**config.mk**
```make
export PLATFORM = sky130hd
export DESIGN_NAME = pkt_len_tracker
export DESIGN_NICKNAME = d
export VERILOG_FILES = /design/src/rtl/pkt_sched_pkg.sv /design/src/rtl/pkt_len_fifo.sv /design/src/rtl/pkt_len_tracker.sv
export SDC_FILE = /design/constraint.sdc
export NUM_CORES = 1
export LEC_CHECK = 0
export ABC_AREA = 0
export CORE_ASPECT_RATIO = 1.5
export CORE_MARGIN = 2
export CORE_UTILIZATION = 53
export CTS_BUF_LIST = sky130_fd_sc_hd__clkbuf_4
export CTS_CLUSTER_SIZE = 30
export DETAILED_ROUTE_END_ITERATION = 8
export PLACE_DENSITY = 0.7
export SLEW_MARGIN = 20
export SYNTH_ARGS = -nofsm -noshare
export SYNTH_HDL_FRONTEND = slang
export SYNTH_HIERARCHICAL = 1
export SYNTH_SLANG_ARGS = --single-unit
```
**constraint.sdc**
```tcl
create_clock -name clk -period 5.6 [get_ports clk]
set_clock_uncertainty 0.15 [all_clocks]
set_input_delay 0.84 -clock clk [delete_from_list [all_inputs] [get_ports clk]]
set_output_delay 0.84 -clock clk [all_outputs]
set_load 0.01 [all_outputs]
```
**src/rtl/pkt_sched_pkg.sv**
```systemverilog
// rtl/pkt_sched_pkg.sv - shared constants and helpers for the packet scheduler slice
// Contents:
//   DEF_NUM_FIFO / DEF_PKT_LEN_WIDTH / DEF_LEN_DEPTH  default queue geometry
//   MAX_KEEP_WIDTH  widest tkeep the popcount helper accepts (zero-extend narrower)
//   pkt_len_t       packet length in bytes
//   popcount_keep   number of enabled bytes in a beat
//   sat_add         length add that sticks at all-ones instead of wrapping
package pkt_sched_pkg;

  localparam int DEF_NUM_FIFO      = 3;
  localparam int DEF_PKT_LEN_WIDTH = 16;
  localparam int DEF_LEN_DEPTH     = 16;
  localparam int MAX_KEEP_WIDTH    = 64;

  typedef logic [DEF_PKT_LEN_WIDTH-1:0] pkt_len_t;

  function automatic pkt_len_t popcount_keep(input logic [MAX_KEEP_WIDTH-1:0] keep);
    pkt_len_t n;
    n = '0;
    for (int i = 0; i < MAX_KEEP_WIDTH; i++) begin
      n = n + pkt_len_t'(keep[i]);
    end
    return n;
  endfunction

  function automatic pkt_len_t sat_add(input pkt_len_t a, input pkt_len_t b);
    logic [DEF_PKT_LEN_WIDTH:0] s;
    s = {1'b0, a} + {1'b0, b};
    return s[DEF_PKT_LEN_WIDTH] ? '1 : s[DEF_PKT_LEN_WIDTH-1:0];
  endfunction

endpackage

```
**src/rtl/pkt_len_fifo.sv**
```systemverilog
// rtl/pkt_len_fifo.sv - per-queue circular FIFO of completed packet lengths
// Ports:
//   clk, rst_n           clock, asynchronous active-low reset
//   push, push_len       enqueue one packet length
//   pop                  dequeue the head entry
//   head_len             registered head length, 0 when empty
//   head_valid           at least one entry held
//   full                 count == LEN_DEPTH
//   overflow, underflow  single-cycle pulses: push dropped / pop on empty
module pkt_len_fifo
  import pkt_sched_pkg::*;
#(
  parameter int PKT_LEN_WIDTH = DEF_PKT_LEN_WIDTH,
  parameter int LEN_DEPTH     = DEF_LEN_DEPTH
) (
  input  logic                     clk,
  input  logic                     rst_n,
  input  logic                     push,
  input  logic [PKT_LEN_WIDTH-1:0] push_len,
  input  logic                     pop,
  output logic [PKT_LEN_WIDTH-1:0] head_len,
  output logic                     head_valid,
  output logic                     full,
  output logic                     overflow,
  output logic                     underflow
);

  localparam int PTR_W = $clog2(LEN_DEPTH);
  localparam int CNT_W = PTR_W + 1;
  localparam logic [CNT_W-1:0] DEPTH_C = CNT_W'(LEN_DEPTH);

  logic [PKT_LEN_WIDTH-1:0] mem [LEN_DEPTH];
  logic [PTR_W-1:0]         wr_ptr, rd_ptr;
  logic [CNT_W-1:0]         count, count_next;
  logic [PKT_LEN_WIDTH-1:0] head_q, head_next;
  logic                     empty, do_push, do_pop;

  assign empty     = (count == '0);
  assign do_pop    = pop && !empty;
  // A pop in the same cycle frees the slot, so a full FIFO can still take the push.
  assign do_push   = push && ((count != DEPTH_C) || do_pop);
  assign overflow  = push && !do_push;
  assign underflow = pop && empty;

  always_comb begin
    count_next = count;
    if (do_push && !do_pop) begin
      count_next = count + CNT_W'(1);
    end else if (do_pop && !do_push) begin
      count_next = count - CNT_W'(1);
    end
  end

  // Head is kept in a register so the scheduler sees a clean flop output.
  // The only case that bypasses memory is when the entry being written is
  // about to become the head (FIFO empty, or draining its last entry).
  always_comb begin
    head_next = head_q;
    if (count_next == '0) begin
      head_next = '0;
    end else if (do_pop) begin
      head_next = (count == CNT_W'(1)) ? push_len : mem[rd_ptr + PTR_W'(1)];
    end else if (empty) begin
      head_next = push_len;
    end
  end

  always_ff @(posedge clk) begin
    if (do_push) begin
      mem[wr_ptr] <= push_len;
    end
  end

  always_ff @(posedge clk or negedge rst_n) begin
    if (!rst_n) begin
      wr_ptr <= '0;
      rd_ptr <= '0;
      count  <= '0;
      head_q <= '0;
    end else begin
      if (do_push) wr_ptr <= wr_ptr + PTR_W'(1);
      if (do_pop)  rd_ptr <= rd_ptr + PTR_W'(1);
      count  <= count_next;
      head_q <= head_next;
    end
  end

  assign head_len   = head_q;
  assign head_valid = !empty;
  assign full       = (count == DEPTH_C);

endmodule

```
**src/rtl/pkt_len_tracker.sv**
```systemverilog
// rtl/pkt_len_tracker.sv - byte-counts ingress packets and exposes per-queue head lengths
// Ports:
//   clk, rst_n                         clock, asynchronous active-low reset
//   in_tvalid/in_tready/in_tkeep/
//   in_tlast/in_tdest                  snooped ingress beat
//   in_len_ready                       target queue's length FIFO has room
//   out_sel/out_tvalid/out_tready/
//   out_tlast                          egress beat; tlast pops queue out_sel
//   fifo_packet_length                 head length of queue i at [i*PKT_LEN_WIDTH +: PKT_LEN_WIDTH]
//   fifo_tvalid                        queue i holds a complete packet
//   len_full                           length FIFO i is full
//   err_overflow, err_underflow        sticky error flags
// Lengths are computed with the package helpers, so PKT_LEN_WIDTH is
// expected to stay at DEF_PKT_LEN_WIDTH.
module pkt_len_tracker
  import pkt_sched_pkg::*;
#(
  parameter int NUM_FIFO      = DEF_NUM_FIFO,
  parameter int PKT_LEN_WIDTH = DEF_PKT_LEN_WIDTH,
  parameter int DATA_WIDTH    = 64,
  parameter int KEEP_WIDTH    = DATA_WIDTH / 8,
  parameter int LEN_DEPTH     = DEF_LEN_DEPTH,
  parameter int SEL_WIDTH     = $clog2(NUM_FIFO)
) (
  input  logic                              clk,
  input  logic                              rst_n,
  input  logic                              in_tvalid,
  input  logic                              in_tready,
  input  logic [KEEP_WIDTH-1:0]             in_tkeep,
  input  logic                              in_tlast,
  input  logic [SEL_WIDTH-1:0]              in_tdest,
  output logic                              in_len_ready,
  input  logic [SEL_WIDTH-1:0]              out_sel,
  input  logic                              out_tvalid,
  input  logic                              out_tready,
  input  logic                              out_tlast,
  output logic [NUM_FIFO*PKT_LEN_WIDTH-1:0] fifo_packet_length,
  output logic [NUM_FIFO-1:0]               fifo_tvalid,
  output logic [NUM_FIFO-1:0]               len_full,
  output logic                              err_overflow,
  output logic                              err_underflow
);

  localparam int SEL_SPAN = 1 << SEL_WIDTH;

  logic [PKT_LEN_WIDTH-1:0]  accum;
  logic                      in_pkt;
  logic [SEL_WIDTH-1:0]      cur_dest;
  logic [SEL_WIDTH-1:0]      dest;
  logic [MAX_KEEP_WIDTH-1:0] keep_ext;
  logic [PKT_LEN_WIDTH-1:0]  beat_bytes, pkt_total;
  logic                      beat_take, push, pop;
  logic [SEL_SPAN-1:0]       full_pad, exists_pad;
  logic                      bad_dest_push;
  logic [NUM_FIFO-1:0]       q_push, q_pop, q_ovf, q_unf;

  always_comb begin
    keep_ext = '0;
    keep_ext[KEEP_WIDTH-1:0] = in_tkeep;
  end

  assign beat_bytes = PKT_LEN_WIDTH'(popcount_keep(keep_ext));
  assign pkt_total  = PKT_LEN_WIDTH'(sat_add(pkt_len_t'(accum), pkt_len_t'(beat_bytes)));

  // tdest only matters on the first beat; later beats follow the latched queue.
  assign dest = in_pkt ? cur_dest : in_tdest;

  // Unused select codes look like permanently full queues: never ready, and a
  // forced push there is dropped as an overflow.
  always_comb begin
    full_pad   = '1;
    exists_pad = '0;
    full_pad[NUM_FIFO-1:0]   = len_full;
    exists_pad[NUM_FIFO-1:0] = '1;
  end

  assign in_len_ready  = !full_pad[dest];
  assign beat_take     = in_tvalid && in_tready;
  assign push          = beat_take && in_tlast;
  assign pop           = out_tvalid && out_tready && out_tlast;
  assign bad_dest_push = push && !exists_pad[dest];

  always_ff @(posedge clk or negedge rst_n) begin
    if (!rst_n) begin
      accum    <= '0;
      in_pkt   <= 1'b0;
      cur_dest <= '0;
    end else if (beat_take) begin
      if (in_tlast) begin
        accum  <= '0;
        in_pkt <= 1'b0;
      end else begin
        accum  <= pkt_total;
        in_pkt <= 1'b1;
        if (!in_pkt) cur_dest <= in_tdest;
      end
    end
  end

  for (genvar i = 0; i < NUM_FIFO; i++) begin : g_q
    assign q_push[i] = push && (dest == SEL_WIDTH'(i));
    assign q_pop[i]  = pop && (out_sel == SEL_WIDTH'(i));

    pkt_len_fifo #(
      .PKT_LEN_WIDTH (PKT_LEN_WIDTH),
      .LEN_DEPTH     (LEN_DEPTH)
    ) u_fifo (
      .clk        (clk),
      .rst_n      (rst_n),
      .push       (q_push[i]),
      .push_len   (pkt_total),
      .pop        (q_pop[i]),
      .head_len   (fifo_packet_length[i*PKT_LEN_WIDTH +: PKT_LEN_WIDTH]),
      .head_valid (fifo_tvalid[i]),
      .full       (len_full[i]),
      .overflow   (q_ovf[i]),
      .underflow  (q_unf[i])
    );
  end

  always_ff @(posedge clk or negedge rst_n) begin
    if (!rst_n) begin
      err_overflow  <= 1'b0;
      err_underflow <= 1'b0;
    end else begin
      if ((|q_ovf) || bad_dest_push) err_overflow <= 1'b1;
      if (|q_unf) err_underflow <= 1'b1;
    end
  end

endmodule

```
After elaboration in Yosys (flattened, before gate mapping)

Memories as Yosys holds them, arrays and structs flattened.
Index checks and enable logic that the tools add are counted.

Bits in registers: 108
RAM bits: 768
Input bits: 20
Word-level logic and storage cells: 145
Memories kept: 3

Add/sub/neg operators: 20
Order comparisons: 1
Equal/unequal tests: 13
Muxes and demuxes: 32
Bitwise operators: 1
Reductions and logical operators: 58

Memories:

| name              | words | bits a word | rd ports | clocked after Yosys merged registers in | write ports | RTL line           | text |
|---|---|---|---|---|---|---|---|
| g_q[0].u_fifo.mem | 16    | 16          | 1        | 0                                       | 1           | pkt_len_fifo.sv:32 | `logic [PKT_LEN_WIDTH-1:0] mem [LEN_DEPTH];` |
| g_q[1].u_fifo.mem | 16    | 16          | 1        | 0                                       | 1           | pkt_len_fifo.sv:32 |  |
| g_q[2].u_fifo.mem | 16    | 16          | 1        | 0                                       | 1           | pkt_len_fifo.sv:32 |  |

Operators by type and width:

| cell                                             | number |
|---|---|
| two-way mux 16 bit                               | 14 |
| logical NOT 5 bit                                | 6 |
| two-way mux 5 bit                                | 6 |
| logical AND 1 bit                                | 29 |
| adder 4 x 1 -> 4 bit, second input constant      | 6 |
| adder 16 x 8 -> 17 bit                           | 1 |
| adder 5 x 1 -> 5 bit, second input constant      | 3 |
| == test 5 x 1 -> 1 bit, second input constant    | 3 |
| == test 5 bit, second input constant             | 3 |
| != test 5 bit, second input constant             | 3 |
| subtractor 5 x 1 -> 5 bit, second input constant | 3 |
| logical NOT 1 bit                                | 11 |
| two-way mux 1 bit                                | 9 |
| nonzero test 3 bit                               | 3 |
| adder 7 x 1 -> 8 bit                             | 1 |
| adder 6 x 1 -> 7 bit                             | 1 |
| adder 5 x 1 -> 6 bit                             | 1 |
| OR reduction 3 bit                               | 2 |
| adder 4 x 1 -> 5 bit                             | 1 |
| adder 3 x 1 -> 4 bit                             | 1 |
| binary-select mux 1 bit (select 2 bit)           | 2 |
| == test 2 x 1 -> 1 bit, second input constant    | 2 |
| == test 2 bit, second input constant             | 2 |
| logical NOT 2 bit                                | 2 |
| 7 further kinds                                  | 10 |

Logic depth before layout (Yosys ltp)

Gate-level depths: netlist of run 1.

Depth after elaboration: 12
Mapped depth: 16
Gate-level depth less buffers: 15

By module

Netlist of run 1, hierarchy kept.

Modules (own cells, without submodules):

| module                            | instances | cells an instance | area each (um2) |
|---|---|---|---|
| pkt_len_fifo at g_q[0].u_fifo ... | 2         | 579               | 11410.9 |
| pkt_len_fifo at g_q[2].u_fifo     | 1         | 637               | 11466.0 |
| pkt_len_tracker                   | 1         | 183               | 1636.6 |

Least setup slack after synthesis of run 1

No wires, ideal clock.

Kind: input to register
Start point: in in_tkeep[0]
End point: reg g_q[2].u_fifo.head_q[14]
Data arrival time: 5.533 ns
Setup slack: -0.174 ns
Stages: 13
Buffers on the path: 0
Path through: fa_1 -> inv_1 -> fa_1 -> fa_1 -> fa_1 -> inv_1 -> fa_1 -> a21o_1 -> a21oi_2 -> nor3b_2 -> a21oi_1 -> a2111oi_0 -> nor3_1

Word-level cells in the longest chain between the ends: 12

Ends and longest elaborated chain:

| item                                         | RTL line                               | text |
|---|---|---|
| from (decl)                                  | pkt_len_tracker.sv:29                  | `input logic [KEEP_WIDTH-1:0] in_tkeep,` |
| adder 1 x 1 -> 2 bit (*)                     | pkt_sched_pkg.sv:21                    | `n = n + pkt_len_t'(keep[i]);` |
| adder 2 x 1 -> 3 bit (*)                     | pkt_sched_pkg.sv:21                    |  |
| adder 3 x 1 -> 4 bit (*)                     | pkt_sched_pkg.sv:21                    |  |
| adder 4 x 1 -> 5 bit (*)                     | pkt_sched_pkg.sv:21                    |  |
| adder 5 x 1 -> 6 bit (*)                     | pkt_sched_pkg.sv:21                    |  |
| adder 6 x 1 -> 7 bit (*)                     | pkt_sched_pkg.sv:21                    |  |
| adder 7 x 1 -> 8 bit (*)                     | pkt_sched_pkg.sv:21                    |  |
| adder 16 x 8 -> 17 bit (*)                   | pkt_sched_pkg.sv:28                    | `s = {1'b0, a} + {1'b0, b};` |
| two-way mux 16 bit (*)                       | pkt_sched_pkg.sv:29                    | `return s[DEF_PKT_LEN_WIDTH] ? '1 : s[DEF_PKT_LEN_WIDTH-1:0];` |
| net pkt_total[14]                            | pkt_len_tracker.sv:51                  | `logic [PKT_LEN_WIDTH-1:0] beat_bytes, pkt_total;` |
| two-way mux 16 bit, on equally long branches | pkt_len_fifo.sv:63, pkt_len_fifo.sv:62 |  |
| two-way mux 16 bit (*)                       | pkt_len_fifo.sv:61                     | `end else if (do_pop) begin` |
| two-way mux 16 bit (*)                       | pkt_len_fifo.sv:59                     | `if (count_next == '0) begin` |
| to (signal assigned)                         | pkt_len_fifo.sv:84                     | `head_q <= head_next;` |
| to (decl)                                    | pkt_len_fifo.sv:35                     | `logic [PKT_LEN_WIDTH-1:0] head_q, head_next;` |

The timed path passes the listed nets; every way through them passes the cells marked *. The select of a mux whose other input is x is not followed.
A chain may end at the register's enable or synchronous reset.

Worst setup path after layout of run 1

Start point: in in_tkeep[0]
End point: reg g_q[2].u_fifo.head_q[11]

Same word-level chain as after synthesis.

==> flow_summary.yaml, run 1 <==
worst_setup_path:
  crit_slowest_cell: "a21oi_4"
  max_stage_delay_ps: 630
  cp_top_family: "adder cells"
  critical_path.startpoint: "in_tkeep[0]"
  r2r-start: "accum[0]"
  critical_path_class: "input port to register"
  crit_buf_inv: 4
  critPathLaunchType: "input port"
  cp.arrival_ps: 5320
  crit_required_ps: 6300
  crit_top_cell: "fa_1"
  critical_path_peak_fanout: 16
  worstPathCellList: "clkdlybuf4s50_1, fa_1, inv_1, fa_1, fa_1, fa_1, inv_1, fa_1, a21o_1, a21o_1, nand2b_4, a21oi_4, buf_12, a21oi_1, a211oi_2"
  end_kind: "register"
floorplanning:
  dieArea_um2: 69900
  start_util_pct: 53.7
  io_pins: 77
  die-height_um: 323
  coreArea_um2: 66900
  die_w_um: 217
  core.rowCount: 116
timing:
  hold_viol_final: 0
  fin_crit_ps: 4620
  max_freq_mhz: 216
  slew_headroom_pct: 25.3
  setup_viol: 0
  worstMarginPinSlew_ps: 1120
  worst_slack_ps: 976
  fin_crit_sh_pct: 82.6
  tns_ps: 0
  slew_violations: 0
  rsz0062_at_grt: "no"
power:
  p_leak_nw: 14.8
  swShare_pct: 32.8
  intPower_mw: 13.3
  power_frac_comb_pct: 31.8
  seqPwrFrac_pct: 43.3
  ir_drop_mv: 0.293
  p_sw_mw: 6.51
  p_clk_share_pct: 24.9
  power_density_nw_per_um2: 482
placed_design:
  place_hpwl_um: 53600
  gp_congestion: 0.823
  preCtsSetupSlack_ps: 47.9
  port_buffers: 76
  dpl_cell_area_um2: 38600
clock_tree:
  cts-root-buf: "clkbuf_4"
  cts_buffers: 191
  h-tree-depth: 4
  cts_sinks: 876
  cts_setup_buffers: 0
  clk_latency_ps: 950
  clk_pin_slew_ps: 80
  cts_tree: "built"
  cts_max_path_buffers: 3
drt:
  first_iter_violations: 2073
  wirelength_um: 87500
  drc: 0
  vias: 20500
  drtAntennaViolNets: 0
  routed_via_density: 6.17
  wl_per_cell_um: 26.3
  first_pass_iters: 6
yosys:
  ys_ff_latch: 876
  ys.flop_type: "edfxtp_1"
  yosysWarningCount: 6
  synth-edff-count: 768
  syn_avg_cell_area_um2: 18.2
  syn_area_um2: 35900
  synthArstFlopShare_pct: 12.3
  syn-num-nets: 2036
  synth_cells: 1978
  ys_seq_area_share_pct: 71.7
  synthDistinctLibCells: 77
job:
  maxCapViolCount: 0
global_route:
  globalRouteOverflowTotal: 0
  grt_use_total_pct: 25.6
  grt_pass1_wl_um: 132000
  antenna_found_initial: 2
  grt_max_degree: 52
  grt_pass1_vias: 21300
worst_hold_path:
  hp-class: "input port to asynchronous set/reset pin"
cells_and_area:
  final_layout_size_suffix_gt1_share_pct: 30.1
  syn_to_final_growth_pct: 14.4
  final_area_um2: 41100
  final_nets: 2333
outcome:
  status: "finished, final reports clean"
[layout make-up]
class	count	area [µm²]
clock inverter	70	404
tap	885	1110
multi-input combinational	958	9760
fill	4789	25800
clock buffer	282	2120
timing repair buffer	214	1820
sequential	876	25800
inverter	34	128
antenna	2	5.00
[state kept, by name, indices dropped and copies added, names as in the netlist]
register and cells:
err_overflow 1, g_q.u_fifo/rd_ptr 12, g_q.u_fifo/mem 768, accum 16
g_q.u_fifo/wr_ptr 12, cur_dest 2, g_q.u_fifo/head_len 48, in_pkt 1
err_underflow 1, g_q.u_fifo/count 15
[final timing paths]
path                       depth (start not counted)  slack, ps                    endpoint
min reg2reg                                        1        350     g_q[0].u_fifo/rd_ptr[3]
max reg2reg                                       13       1420  g_q[2].u_fifo/head_len[11]
min                                                2        200   g_q[0].u_fifo/head_len[4]
max in group asynchronous                          3       3980     g_q[0].u_fifo/rd_ptr[0]
max                                               15        980  g_q[2].u_fifo/head_len[11]
min in group clk                                   1        350     g_q[0].u_fifo/rd_ptr[3]
[layout by cell type, fill, tap and decap left out, types with 6 or more instances in the layout]
cell type and instances:
and3b_1 6, buf_4 136, a211oi_1 12, nand2b_1 10, inv_1 34, xor2_1 6
clkdlybuf4s50_1 75, a31oi_1 6, nor3_2 13, dfrtp_1 105, nor2_1 128, ha_1 30
mux2i_1 97, clkinv_1 47, xnor2_1 27, a221oi_1 16, nand3_1 14, mux4_2 178
nand2_1 67, clkbuf_4 282, nor3_1 15, clkinv_2 9, nand2_2 8, and3_1 9
a211oi_2 12, o221a_2 32, and4_1 11, o21ai_0 44, a21oi_1 100, edfxtp_1 768
[metrics by stage]
step | std cells | hold WS [ps] | util, % | total power, mW
floorplan | 1978 | 311 | - | 12.8
global placement | 2966 | 325 | 57.7 | 14.9
detailed placement | 2966 | 335 | 57.7 | 15.1
CTS | 3319 | 125 | 61.4 | 20.0
global route | 3321 | 147 | 61.4 | 20.7
finish | 3321 | 197 | 61.4 | 19.8
[power by group through the flow]
stage	registers (mW)	logic, mW	clock network (mW)
after floorplan	8.46	4.29	0
after global placement	8.70	6.24	0
after detailed placement	8.71	6.37	0
after CTS	8.58	6.38	5.05
after global routing	8.61	6.76	5.36
final	8.58	6.31	4.94
[metal layers]
layer,GRT usage (%),vias up,routed length (µm)
li1,-,8679,-
met1,33.5,10700,33600
met2,42.6,972,44100
met3,4.83,176,6690
met4,10.7,0,3120
met5,0,-,0
[logic make-up after synthesis]
group | Yosys count | share of synthesized area (%)
DFF | 876 | 71.7
xor gates and xnor gates | 36 | 0.899
AOI/OAI and AO/OA | 279 | 5.51
muxes | 279 | 14.0
buffers and inverters | 144 | 1.87
and+or+nand+nor | 326 | 4.59
adders and majority gates | 38 | 1.43
[repair_timing]
item,in CTS,in global routing
resized for setup,0,0
hold endpoints to repair,16,0
hold buffers,1,0
[worst reg2reg max path, cell delays in order, from the launching register on]
cell	delay, ps
dfrtp_1	370
inv_1	80
fa_1	520
fa_1	430
fa_1	410
inv_1	100
fa_1	220
a21o_1	190
a21o_1	270
nand2b_4	190
a21oi_4	630
buf_12	230
a21oi_1	80
a211oi_2	220
[synth_stat cells (14+ instances only)]
| library cell | n | area share (%) |
|---|---|---|
| ha_1 | 33 | 1.1 |
| dfrtp_1 | 108 | 7.5 |
| xnor2_1 | 27 | 0.66 |
| nor2_1 | 129 | 1.3 |
| buf_1 | 15 | 0.16 |
| nand3_1 | 14 | 0.20 |
| mux4_2 | 178 | 11 |
| edfxtp_1 | 768 | 64 |
| clkbuf_1 | 42 | 0.44 |
| o221a_2 | 32 | 1.0 |
| o21ai_0 | 44 | 0.61 |
| nand2_1 | 75 | 0.78 |
| mux2i_1 | 97 | 2.7 |
| nor3_1 | 27 | 0.38 |
| a21oi_1 | 103 | 1.4 |
| a221oi_1 | 16 | 0.39 |
| buf_2 | 41 | 0.57 |
| inv_1 | 34 | 0.36 |
(Power assumes the default switching activity.)
==> run 2, diff against run 1 <==
==> constraint.sdc (replaced) <==
create_clock -name clk -period 4.7 [get_ports clk]
set_clock_uncertainty 0.15 [all_clocks]
set_input_delay 0.705 -clock clk [delete_from_list [all_inputs] [get_ports clk]]
set_output_delay 0.705 -clock clk [all_outputs]
set_load 0.01 [all_outputs]
==> run 2 against run 1 <==
  * Die area stayed put
  * Utilization is 0.69 points higher
  * Power is 20% higher
  * First-iteration DRC count is 11% lower
  * Global-route usage is 0.44 points higher
  * Sequential share of layout area is 0.69 points lower
  * Final cell count is 1.7% higher
  * Cell area is 1.1% higher
  * Sequential power is 19% higher
  * Largest cell class unchanged
  * Largest power group unchanged
  * Highest routed layer unchanged
==> flow_summary.yaml, run 2 (same netlist as run 1, synthesis figures left out) <==
worst_setup_path:
  reg2reg_depth: 13
  max_stage_delay_ps: 530
  r2r-start: "accum[0]"
  crit_top_cell: "fa_1"
  crit_slowest_cell: "fa_1"
  critical_path_peak_fanout: 24
  worstPathCellList: "clkdlybuf4s50_1, fa_1, inv_1, fa_1, fa_1, fa_1, inv_1, fa_1, a21o_1, a21oi_2, buf_4, nor3b_2, nor2_1, a21oi_4, buf_4"
  end_kind: "register"
  critPathLaunchType: "input port"
  rr_endpoint: "g_q[2].u_fifo/mem[6][14]"
  ff2ff_setup_slack_ps: 550
  crit_required_ps: 5370
  cp.arrival_ps: 5050
  critical_path_class: "input port to register"
cells_and_area:
  final_nets: 2386
  syn_to_final_growth_pct: 15.7
  fillers: 4808
  layout_common_cells: "edfxtp_1, clkbuf_4, buf_4"
  largest-register: "g_q.u_fifo/mem"
  utilization_pct: 62.1
  largest_register_ffs: 768
  layout_commonest_cell: "edfxtp_1"
  final_layout_size_suffix_gt1_share_pct: 32.0
drt:
  first_iter_violations: 1840
  wirelength_um: 88200
  drc: 0
  wl_per_cell_um: 26.1
  drtAntennaViolNets: 0
  routed_via_density: 6.07
  first_pass_iters: 5
  vias: 20500
outcome:
  status: "finished, final reports clean"
floorplanning:
  dieArea_um2: 69900
  io_pins: 77
  die-height_um: 323
  coreArea_um2: 66900
  die_w_um: 217
  start_util_pct: 53.7
  core.rowCount: 116
clock_tree:
  cts_tree: "built"
  cts_buffers: 193
  cts_setup_buffers: 0
  cts_max_path_buffers: 3
  h-tree-depth: 4
  cts_sinks: 876
  cts_resized: 0
  clk_latency_ps: 1070
  cts-root-buf: "clkbuf_4"
  clk_pin_slew_ps: 70
power:
  p_leak_nw: 15.1
  power_density_nw_per_um2: 572
  total_power_mw: 23.8
  ir_drop_mv: 0.592
global_route:
  antenna_found_initial: 1
  globalRouteOverflowTotal: 0
  grt_pass1_wl_um: 133000
  grt_pass1_vias: 21300
  grt_max_degree: 52
  grt_use_total_pct: 26.1
timing:
  fin_crit_sh_pct: 93.2
  rsz0062_at_grt: "no"
  max_freq_mhz: 228
  slew_violations: 0
  hold_viol_final: 0
  setup_viol: 0
  worstMarginPinSlew_ps: 1180
  tns_ps: 0
  fin_crit_ps: 4380
  slew_headroom_pct: 21.6
placed_design:
  port_buffers: 76
  place_hpwl_um: 54900
  gp_congestion: 0.826
job:
  maxCapViolCount: 0
worst_hold_path:
  hp-class: "input port to asynchronous set/reset pin"
==> run 2: changes by cell type in the layout (fill, tap and decap cells not counted), sizes merged <==
cell | previous run | this run
clkbuf | 282 | 298
clkinv | 59 | 47
diode | 2 | 4
clkinvlp | 0 | 3
buf | 138 | 189
bufinv | 4 | 2
==> run 2: worst max-delay path by stage <==
stage	from	endpoint	slack (ps)	cells past startpoint
after floorplan	in_tkeep[0]	g_q[0].u_fifo/head_len[13]	-330	16
after global placement	in_tkeep[0]	g_q[1].u_fifo/head_len[14]	-640	17
after detailed placement	in_tkeep[0]	g_q[2].u_fifo/mem[7][14]	-670	15
after CTS	g_q[0].u_fifo/count[0]	in_len_ready	430	8
after global routing	in_tkeep[0]	g_q[2].u_fifo/mem[5][14]	180	15
final	in_tkeep[0]	g_q[2].u_fifo/mem[6][14]	320	15
==> run 2: area by class of cell <==
type / count / area [µm²] / area share, %
tap: 885 / 1110 / 2.66
clock buffer: 298 / 2240 / 5.38
multi-input combinational: 958 / 9740 / 23.4
timing repair buffer: 265 / 2260 / 5.44
sequential: 876 / 25800 / 62.0
clock inverter: 59 / 312 / 0.749
antenna: 4 / 10.0 / 0.0241
inverter: 34 / 128 / 0.307
==> run 2: power by group <==
group	internal [mW]	switching (mW)	total [mW]
registers	9.54	0.630	10.2
logic	3.49	4.22	7.72
clock network	3.01	2.87	5.88
==> run 2: timing repair <==
| item | CTS | global route |
|---|---|---|
| hold endpoints to repair | 46 | 0 |
| setup endpoints to repair | 0 | 0 |
| hold buffers | 1 | 0 |
==> run 2: critical path: cells and delay by family <==
kind,cells,cell delay (ps)
adders and majority gates,5,2080
buffers and inverters,5,1100
AOI/OAI and AO/OA,3,710
and+or+nand+nor,2,430
==> run 2: stage by stage <==
stage | setup WS [ps] | std cells | hold WS (ps) | area [µm²]
after floorplan | -334 | 1978 | 259 | 36000
after global placement | -641 | 3016 | 326 | 39000
after detailed placement | -667 | 3016 | 326 | 39000
after CTS | 427 | 3374 | 90.1 | 41500
after global routing | 184 | 3376 | 126 | 41600
final | 319 | 3379 | 164 | 41600
==> run 2: metal layers <==
| metal | up-vias | share of wire, % | wire (µm) | global-route usage, % |
|---|---|---|---|---|
| met4 | 0 | 3.0 | 2610 | 9.32 |
| met1 | 10700 | 38 | 33300 | 32.8 |
| met3 | 154 | 7.2 | 6350 | 5.43 |
| li1 | 8788 | - | - | - |
| met5 | - | 0 | 0 | 0 |
| met2 | 910 | 52 | 46000 | 45.1 |
